### config.mk
export PLATFORM = sky130hd
export DESIGN_NAME = vc_arbiter
export DESIGN_NICKNAME = d
export VERILOG_FILES = /design/src/rtl/vc_arbiter_pkg.sv /design/src/rtl/vc_arbiter_sat_counter.sv /design/src/rtl/vc_arbiter.sv
export SDC_FILE = /design/constraint.sdc
export NUM_CORES = 1
export LEC_CHECK = 0
export CORE_UTILIZATION = 50
export CTS_BUF_LIST = sky130_fd_sc_hd__clkbuf_4 sky130_fd_sc_hd__clkbuf_8
export CTS_CLUSTER_DIAMETER = 30
export DETAILED_ROUTE_END_ITERATION = 7
export PLACE_DENSITY = 0.89
export SYNTH_ARGS = -nofsm -noshare
export SYNTH_HDL_FRONTEND = slang
export SYNTH_SLANG_ARGS = --single-unit
### constraint.sdc
create_clock -name clk -period 3.1 [get_ports clk]
set_clock_uncertainty 0.2 [all_clocks]
set_input_delay 0.62 -clock clk [delete_from_list [all_inputs] [get_ports clk]]
set_output_delay 0.62 -clock clk [all_outputs]
set_load 0.01 [all_outputs]
### src/rtl/vc_arbiter_pkg.sv
// Shared types and constants for the virtual-channel arbiter.
// Optional round-robin arbitration is enabled with `define ARB_ROUND_ROBIN_EN.
package vc_arbiter_pkg;

    typedef enum logic [1:0] {
        ST_OFF   = 2'd0,
        ST_RUN   = 2'd1,
        ST_PAUSE = 2'd2
    } arb_state_e;

    localparam logic VC0_IDX = 1'b0;
    localparam logic VC1_IDX = 1'b1;
    localparam logic DST_D0  = 1'b0;
    localparam logic DST_D1  = 1'b1;

    localparam int DATA_W_DEF   = 6;
    localparam int DEST_BIT_DEF = 4;
    localparam int CNT_W_DEF    = 8;

endpackage

### src/rtl/vc_arbiter_sat_counter.sv
// Saturating up-counter with synchronous clear; holds at all-ones.
module sat_counter #(
    parameter int CNT_W = 8
) (
    input  logic             clk,
    input  logic             reset,
    input  logic             inc,
    input  logic             clear,
    output logic [CNT_W-1:0] cnt
);

    logic [CNT_W-1:0] cnt_q, cnt_d;

    always_comb begin
        cnt_d = cnt_q;
        if (clear) begin
            cnt_d = '0;
        end else if (inc && (cnt_q != {CNT_W{1'b1}})) begin
            cnt_d = cnt_q + CNT_W'(1);
        end
    end

    always_ff @(posedge clk or posedge reset) begin
        if (reset) begin
            cnt_q <= '0;
        end else begin
            cnt_q <= cnt_d;
        end
    end

    assign cnt = cnt_q;

endmodule

### src/rtl/vc_arbiter.sv
// Moves words from VC0/VC1 FIFOs into destination FIFOs D0/D1, one per cycle.
// Define ARB_ROUND_ROBIN_EN for round-robin arbitration; default is strict VC0 priority.
module vc_arbiter
    import vc_arbiter_pkg::*;
#(
    parameter int DATA_W   = DATA_W_DEF,
    parameter int DEST_BIT = DEST_BIT_DEF,
    parameter int CNT_W    = CNT_W_DEF
) (
    input  logic              clk,
    input  logic              reset,
    input  logic              active,
    input  logic              vc0_empty,
    input  logic              vc1_empty,
    input  logic [DATA_W-1:0] vc0_data,
    input  logic [DATA_W-1:0] vc1_data,
    input  logic              d0_afull,
    input  logic              d1_afull,
    output logic              vc0_pop,
    output logic              vc1_pop,
    output logic              d0_push,
    output logic              d1_push,
    output logic [DATA_W-1:0] d_data,
    output logic [CNT_W-1:0]  cnt_vc0,
    output logic [CNT_W-1:0]  cnt_vc1,
    output logic              paused
);

    arb_state_e        state_q, state_d;
    logic              xfer_en;
    logic              vc0_elig, vc1_elig;
    logic              gnt0, gnt1;
    logic [DATA_W-1:0] pop_word;
    logic              d0_push_q, d0_push_d;
    logic              d1_push_q, d1_push_d;
    logic [DATA_W-1:0] d_data_q, d_data_d;

    always_comb begin
        state_d = state_q;
        if (!active) begin
            state_d = ST_OFF;
        end else begin
            case (state_q)
                ST_OFF:   state_d = ST_RUN;
                ST_RUN:   if (d0_afull || d1_afull) state_d = ST_PAUSE;
                ST_PAUSE: if (!d0_afull && !d1_afull) state_d = ST_RUN;
                default:  state_d = ST_OFF;
            endcase
        end
    end

    always_ff @(posedge clk or posedge reset) begin
        if (reset) begin
            state_q <= ST_OFF;
        end else begin
            state_q <= state_d;
        end
    end

    // PAUSE still transfers: each VC is gated only by its own head's destination.
    assign xfer_en  = (state_q == ST_RUN) || (state_q == ST_PAUSE);
    assign vc0_elig = xfer_en && !vc0_empty &&
                      !((vc0_data[DEST_BIT] == DST_D1) ? d1_afull : d0_afull);
    assign vc1_elig = xfer_en && !vc1_empty &&
                      !((vc1_data[DEST_BIT] == DST_D1) ? d1_afull : d0_afull);

`ifdef ARB_ROUND_ROBIN_EN
    logic ptr_q, ptr_d;

    always_comb begin
        gnt0  = 1'b0;
        gnt1  = 1'b0;
        ptr_d = ptr_q;
        if (vc0_elig && vc1_elig) begin
            if (ptr_q == VC1_IDX) gnt1 = 1'b1;
            else                  gnt0 = 1'b1;
        end else begin
            gnt0 = vc0_elig;
            gnt1 = vc1_elig;
        end
        if (gnt0) ptr_d = VC1_IDX;
        if (gnt1) ptr_d = VC0_IDX;
    end

    always_ff @(posedge clk or posedge reset) begin
        if (reset) begin
            ptr_q <= VC0_IDX;
        end else begin
            ptr_q <= ptr_d;
        end
    end
`else
    always_comb begin
        gnt0 = vc0_elig;
        gnt1 = vc1_elig && !vc0_elig;
    end
`endif

    assign pop_word = gnt0 ? vc0_data : vc1_data;

    always_comb begin
        d0_push_d = 1'b0;
        d1_push_d = 1'b0;
        d_data_d  = d_data_q;
        if (gnt0 || gnt1) begin
            d0_push_d = (pop_word[DEST_BIT] == DST_D0);
            d1_push_d = (pop_word[DEST_BIT] == DST_D1);
            d_data_d  = pop_word;
        end
    end

    always_ff @(posedge clk or posedge reset) begin
        if (reset) begin
            d0_push_q <= 1'b0;
            d1_push_q <= 1'b0;
            d_data_q  <= '0;
        end else begin
            d0_push_q <= d0_push_d;
            d1_push_q <= d1_push_d;
            d_data_q  <= d_data_d;
        end
    end

    sat_counter #(.CNT_W(CNT_W)) u_cnt_vc0 (
        .clk   (clk),
        .reset (reset),
        .inc   (gnt0),
        .clear (1'b0),
        .cnt   (cnt_vc0)
    );

    sat_counter #(.CNT_W(CNT_W)) u_cnt_vc1 (
        .clk   (clk),
        .reset (reset),
        .inc   (gnt1),
        .clear (1'b0),
        .cnt   (cnt_vc1)
    );

    assign vc0_pop = gnt0;
    assign vc1_pop = gnt1;
    assign d0_push = d0_push_q;
    assign d1_push = d1_push_q;
    assign d_data  = d_data_q;
    assign paused  = (state_q == ST_PAUSE);

endmodule

==> reports/qor_table.md, run 1 <==
| Result | This run |
| --- | --- |
| Status | completed |
| CP Data Arrival Time | 2.19 ns |
| H-tree levels | 1 |
| Post-Syn Nets | 156 |
| Initial core utilization | 0.540 |
| Clock latency on the worst-skew pair | 0.32 ns |
| Max Fclk | 333 MHz |
| Sequential share of the synthesized area | 0.474 |
| Most area-consuming cells after synthesis | sky130_fd_sc_hd__dfrtp_1, sky130_fd_sc_hd__ha_1, sky130_fd_sc_hd__mux2i_1 |
| Register area | 651 sq um |
| Initial antenna violation count | 0 |
| CP Launch Point | vc0_data[4] |
| Required @ worst endpoint | 2.28 ns |
| Peak ir drop on the vdd network | 0.000563 V |
| Count of max-cap constraint violations | 0 |
| Total global routing track utilization | 0.232 |
| Worst Setup Start Kind | input port |
| Worst r2r src | state_q[0]$_DFFE_PP0P_ |
| Count of yosys warnings during synthesis | 0 |
| Die boundary width | 54.4 um |
| Net count, final | 210 |
| Unique masters post-synth | 34 |
| Share of flip-flops with an asynchronous set or reset after synthesis | 1.00 |
| Top-area cell type share of the netlist area | 0.474 |
| Hold buffer count at CTS | 0 |
| Wire length of the first global-routing pass | 4770 um |
| Critical Path Sink | vc1_pop |
| Final core utilization | 0.764 |
| Clock Tree Root | sky130_fd_sc_hd__clkbuf_4 |
| Share of post-route cells with drive strength above 1 | 0.125 |
| Summed negative setup slack over all endpoints | 0 ns |
| Sink Count | 26 |
| Reg2reg path depth | 7 |
| Overflow left after global routing | 0 |
| R2R Setup Slk | 0.81 ns |
| Detailed-routing iteration count for the pre-antenna-repair pass | 4 |
| Worst-path maximum fanout | 3 |
| Total of buffers placed on input and output ports | 45 |
| Syn Inst Count | 131 |
| Number of fillers in the final layout | 188 |
| RSZ-0062 raised after global routing | no |
| Worst hold slack across all endpoints | 0.316 ns |
| Critical path endpoint category | output pin |
| Clk pin slew, worst setup/hold paths | 0.14 ns |
| Post-layout min period | 3.01 ns |
| Total via count after detailed routing | 1154 |
| Number of hold violations in the final report | 0 |
| Number of gates resized after cts | 0 |
| Largest net degree at the start of global routing | 27 |
| Most used standard cells in the synthesized netlist | sky130_fd_sc_hd__dfrtp_1, sky130_fd_sc_hd__nand2_1, sky130_fd_sc_hd__nand3_1, sky130_fd_sc_hd__o21ai_0, sky130_fd_sc_hd__mux2i_1 |
| Die H | 54.4 um |
| Top cell type by total area after synthesis | sky130_fd_sc_hd__dfrtp_1 |
| Part of the cycle the worst path needs | 0.969 |
| Detailed router's first-iteration violation count | 12 |
| Detailed-route wire length per cell | 14.4 um |
| Final setup vio count | 0 |
| Syn avg cell area | 10.5 sq um |
| Number of antenna cells inserted | 0 |
| Number of post-CTS setup repair buffers | 0 |
| DRC | 0 |
| I/O pins | 46 |
| Maximum count of clock buffers along a single path | 2 |
| Area of the multi-input gates | 693 sq um |
| Die footprint | 2960 sq um |
| Final Slew Violations | 0 |
| Via density per instance | 5.39 |
| Core region area | 2540 sq um |
| CTS tree | built |
| Number of flops mapped to enable cells by yosys | 0 |
| Via count of the first global-routing pass | 1120 |
| Area growth from synthesis to layout | 41.5% |
| Lkg Pwr | 0.901 nW |
| Transition at the pin with the smallest max-transition slack | 0.437 ns |
| Number of register bits inferred by synthesis | 26 |
| Slew HR | 0.708 |
| Clock buffer count from CTS | 3 |
| Crit path kind | input port to output pin |
| Row cnt | 18 |
| Most instantiated library cell after synthesis | sky130_fd_sc_hd__dfrtp_1 |
| Cell Area, Synth | 1370 sq um |
| Overall Power | 1.27 mW |
| Type of the tightest min-delay check | flop to flop |
| Power per standard cell area | 652 nW/um^2 |
| Most used flip-flop cell after synthesis | sky130_fd_sc_hd__dfrtp_1 |
| Placer congestion estimate | 0.817 |
| Post-detail-place hpwl | 2400 um |
| Total wire length after detailed routing | 3070 um |
| Crit Reg-Reg Endpoint | u_cnt_vc0.cnt[7]$_DFFE_PP0P_ |
| Post-detailed-route count of antenna-violating nets | 0 |
## routing by layer
metal,track usage,routed length (um),share of wire,up-vias
met3,0.0306,116,0.038,4
met5,0,0,0,-
met4,0.115,39,0.013,0
met2,0.429,1640,0.53,31
li1,-,-,-,566
met1,0.255,1280,0.42,553
## metrics by stage
stage / std cells / setup slack [ns] / cell area (sq um)
2_1_floorplan: 131 / 0.776 / 1370
3_3_place_gp: 210 / 0.0120 / 1890
3_5_place_dp: 210 / 0.00433 / 1890
4_1_cts: 214 / 0.00434 / 1930
5_1_grt: 214 / 0.0442 / 1940
6_report: 214 / 0.0947 / 1940
## registers in the layout (all words and copies together) (netlist names)
name and count:
d0_push 1, state_q 2, u_cnt_vc0.cnt 8, u_cnt_vc1.cnt 8, d_data 6, d1_push 1
## cell families (layout without fill, tap and decap cells)
group           Yosys count  in the layout  share of synthesized area
simple gates             48             48                      0.187
buf+inv                   9             62                     0.0310
fa+ha+maj                 6              6                     0.0546
mux                      15             15                      0.119
xor+xnor                  7              7                     0.0446
flops                    26             26                      0.474
compound gates           20             20                     0.0902
## placed cells by master, fill, tap and decap left out, types with 2 or more instances in the layout
cell type / count
sky130_fd_sc_hd__o21ai_0: 8
sky130_fd_sc_hd__clkdlybuf4s50_1: 43
sky130_fd_sc_hd__dfrtp_1: 26
sky130_fd_sc_hd__nand3_1: 8
sky130_fd_sc_hd__ha_1: 6
sky130_fd_sc_hd__xor2_1: 5
sky130_fd_sc_hd__clkbuf_4: 3
sky130_fd_sc_hd__xnor2_1: 2
sky130_fd_sc_hd__nor2_1: 6
sky130_fd_sc_hd__nand4_1: 3
sky130_fd_sc_hd__dlymetal6s2s_1: 2
sky130_fd_sc_hd__mux2i_1: 6
sky130_fd_sc_hd__o21a_1: 2
sky130_fd_sc_hd__inv_1: 6
sky130_fd_sc_hd__nand2b_1: 3
sky130_fd_sc_hd__nand2_1: 14
sky130_fd_sc_hd__buf_4: 6
sky130_fd_sc_hd__mux2_2: 6
sky130_fd_sc_hd__nor3_1: 6
sky130_fd_sc_hd__a21oi_1: 5
## layout make-up
class	count	share of cell area
Clock buffer	4	0.0187
Inverter	7	0.0135
Multi-Input combinational cell	96	0.357
Sequential cell	26	0.335
Tap cell	30	0.0193
Timing Repair Buffer	51	0.257
## where the power goes
group	switching (mW)	total [mW]	internal, mW
clock network	0.102	0.174	0.0718
registers	0.103	0.542	0.439
logic	0.239	0.553	0.315
total	0.443	1.27	0.825
## worst min-delay path by stage
stage | from | to | slack, ns | cells past startpoint
finish | u_cnt_vc1.cnt[5]$_DFFE_PP0P_ | u_cnt_vc1.cnt[5]$_DFFE_PP0P_ | 0.32 | 1
global route | u_cnt_vc1.cnt[5]$_DFFE_PP0P_ | u_cnt_vc1.cnt[5]$_DFFE_PP0P_ | 0.34 | 1
CTS | u_cnt_vc1.cnt[5]$_DFFE_PP0P_ | u_cnt_vc1.cnt[5]$_DFFE_PP0P_ | 0.32 | 1
detailed placement | u_cnt_vc1.cnt[5]$_DFFE_PP0P_ | u_cnt_vc1.cnt[5]$_DFFE_PP0P_ | 0.29 | 1
global placement | u_cnt_vc1.cnt[5]$_DFFE_PP0P_ | u_cnt_vc1.cnt[5]$_DFFE_PP0P_ | 0.29 | 1
floorplan | u_cnt_vc1.cnt[5]$_DFFE_PP0P_ | u_cnt_vc1.cnt[5]$_DFFE_PP0P_ | 0.32 | 1
## worst max-delay path, cell delays in order
cell	delay, ns
sky130_fd_sc_hd__clkdlybuf4s50_1	0.49
sky130_fd_sc_hd__mux2_4	0.32
sky130_fd_sc_hd__o2111ai_2	0.21
sky130_fd_sc_hd__inv_1	0.06
sky130_fd_sc_hd__clkdlybuf4s50_1	0.48
No activity file was read; power rests on OpenSTA's default activity.
==> inputs of run 2 (changes only) <==
CTS_CLUSTER_DIAMETER = default   (was 30)
==> results of run 2 <==
Final layout, timing and power as in run 1 (identical DEF).
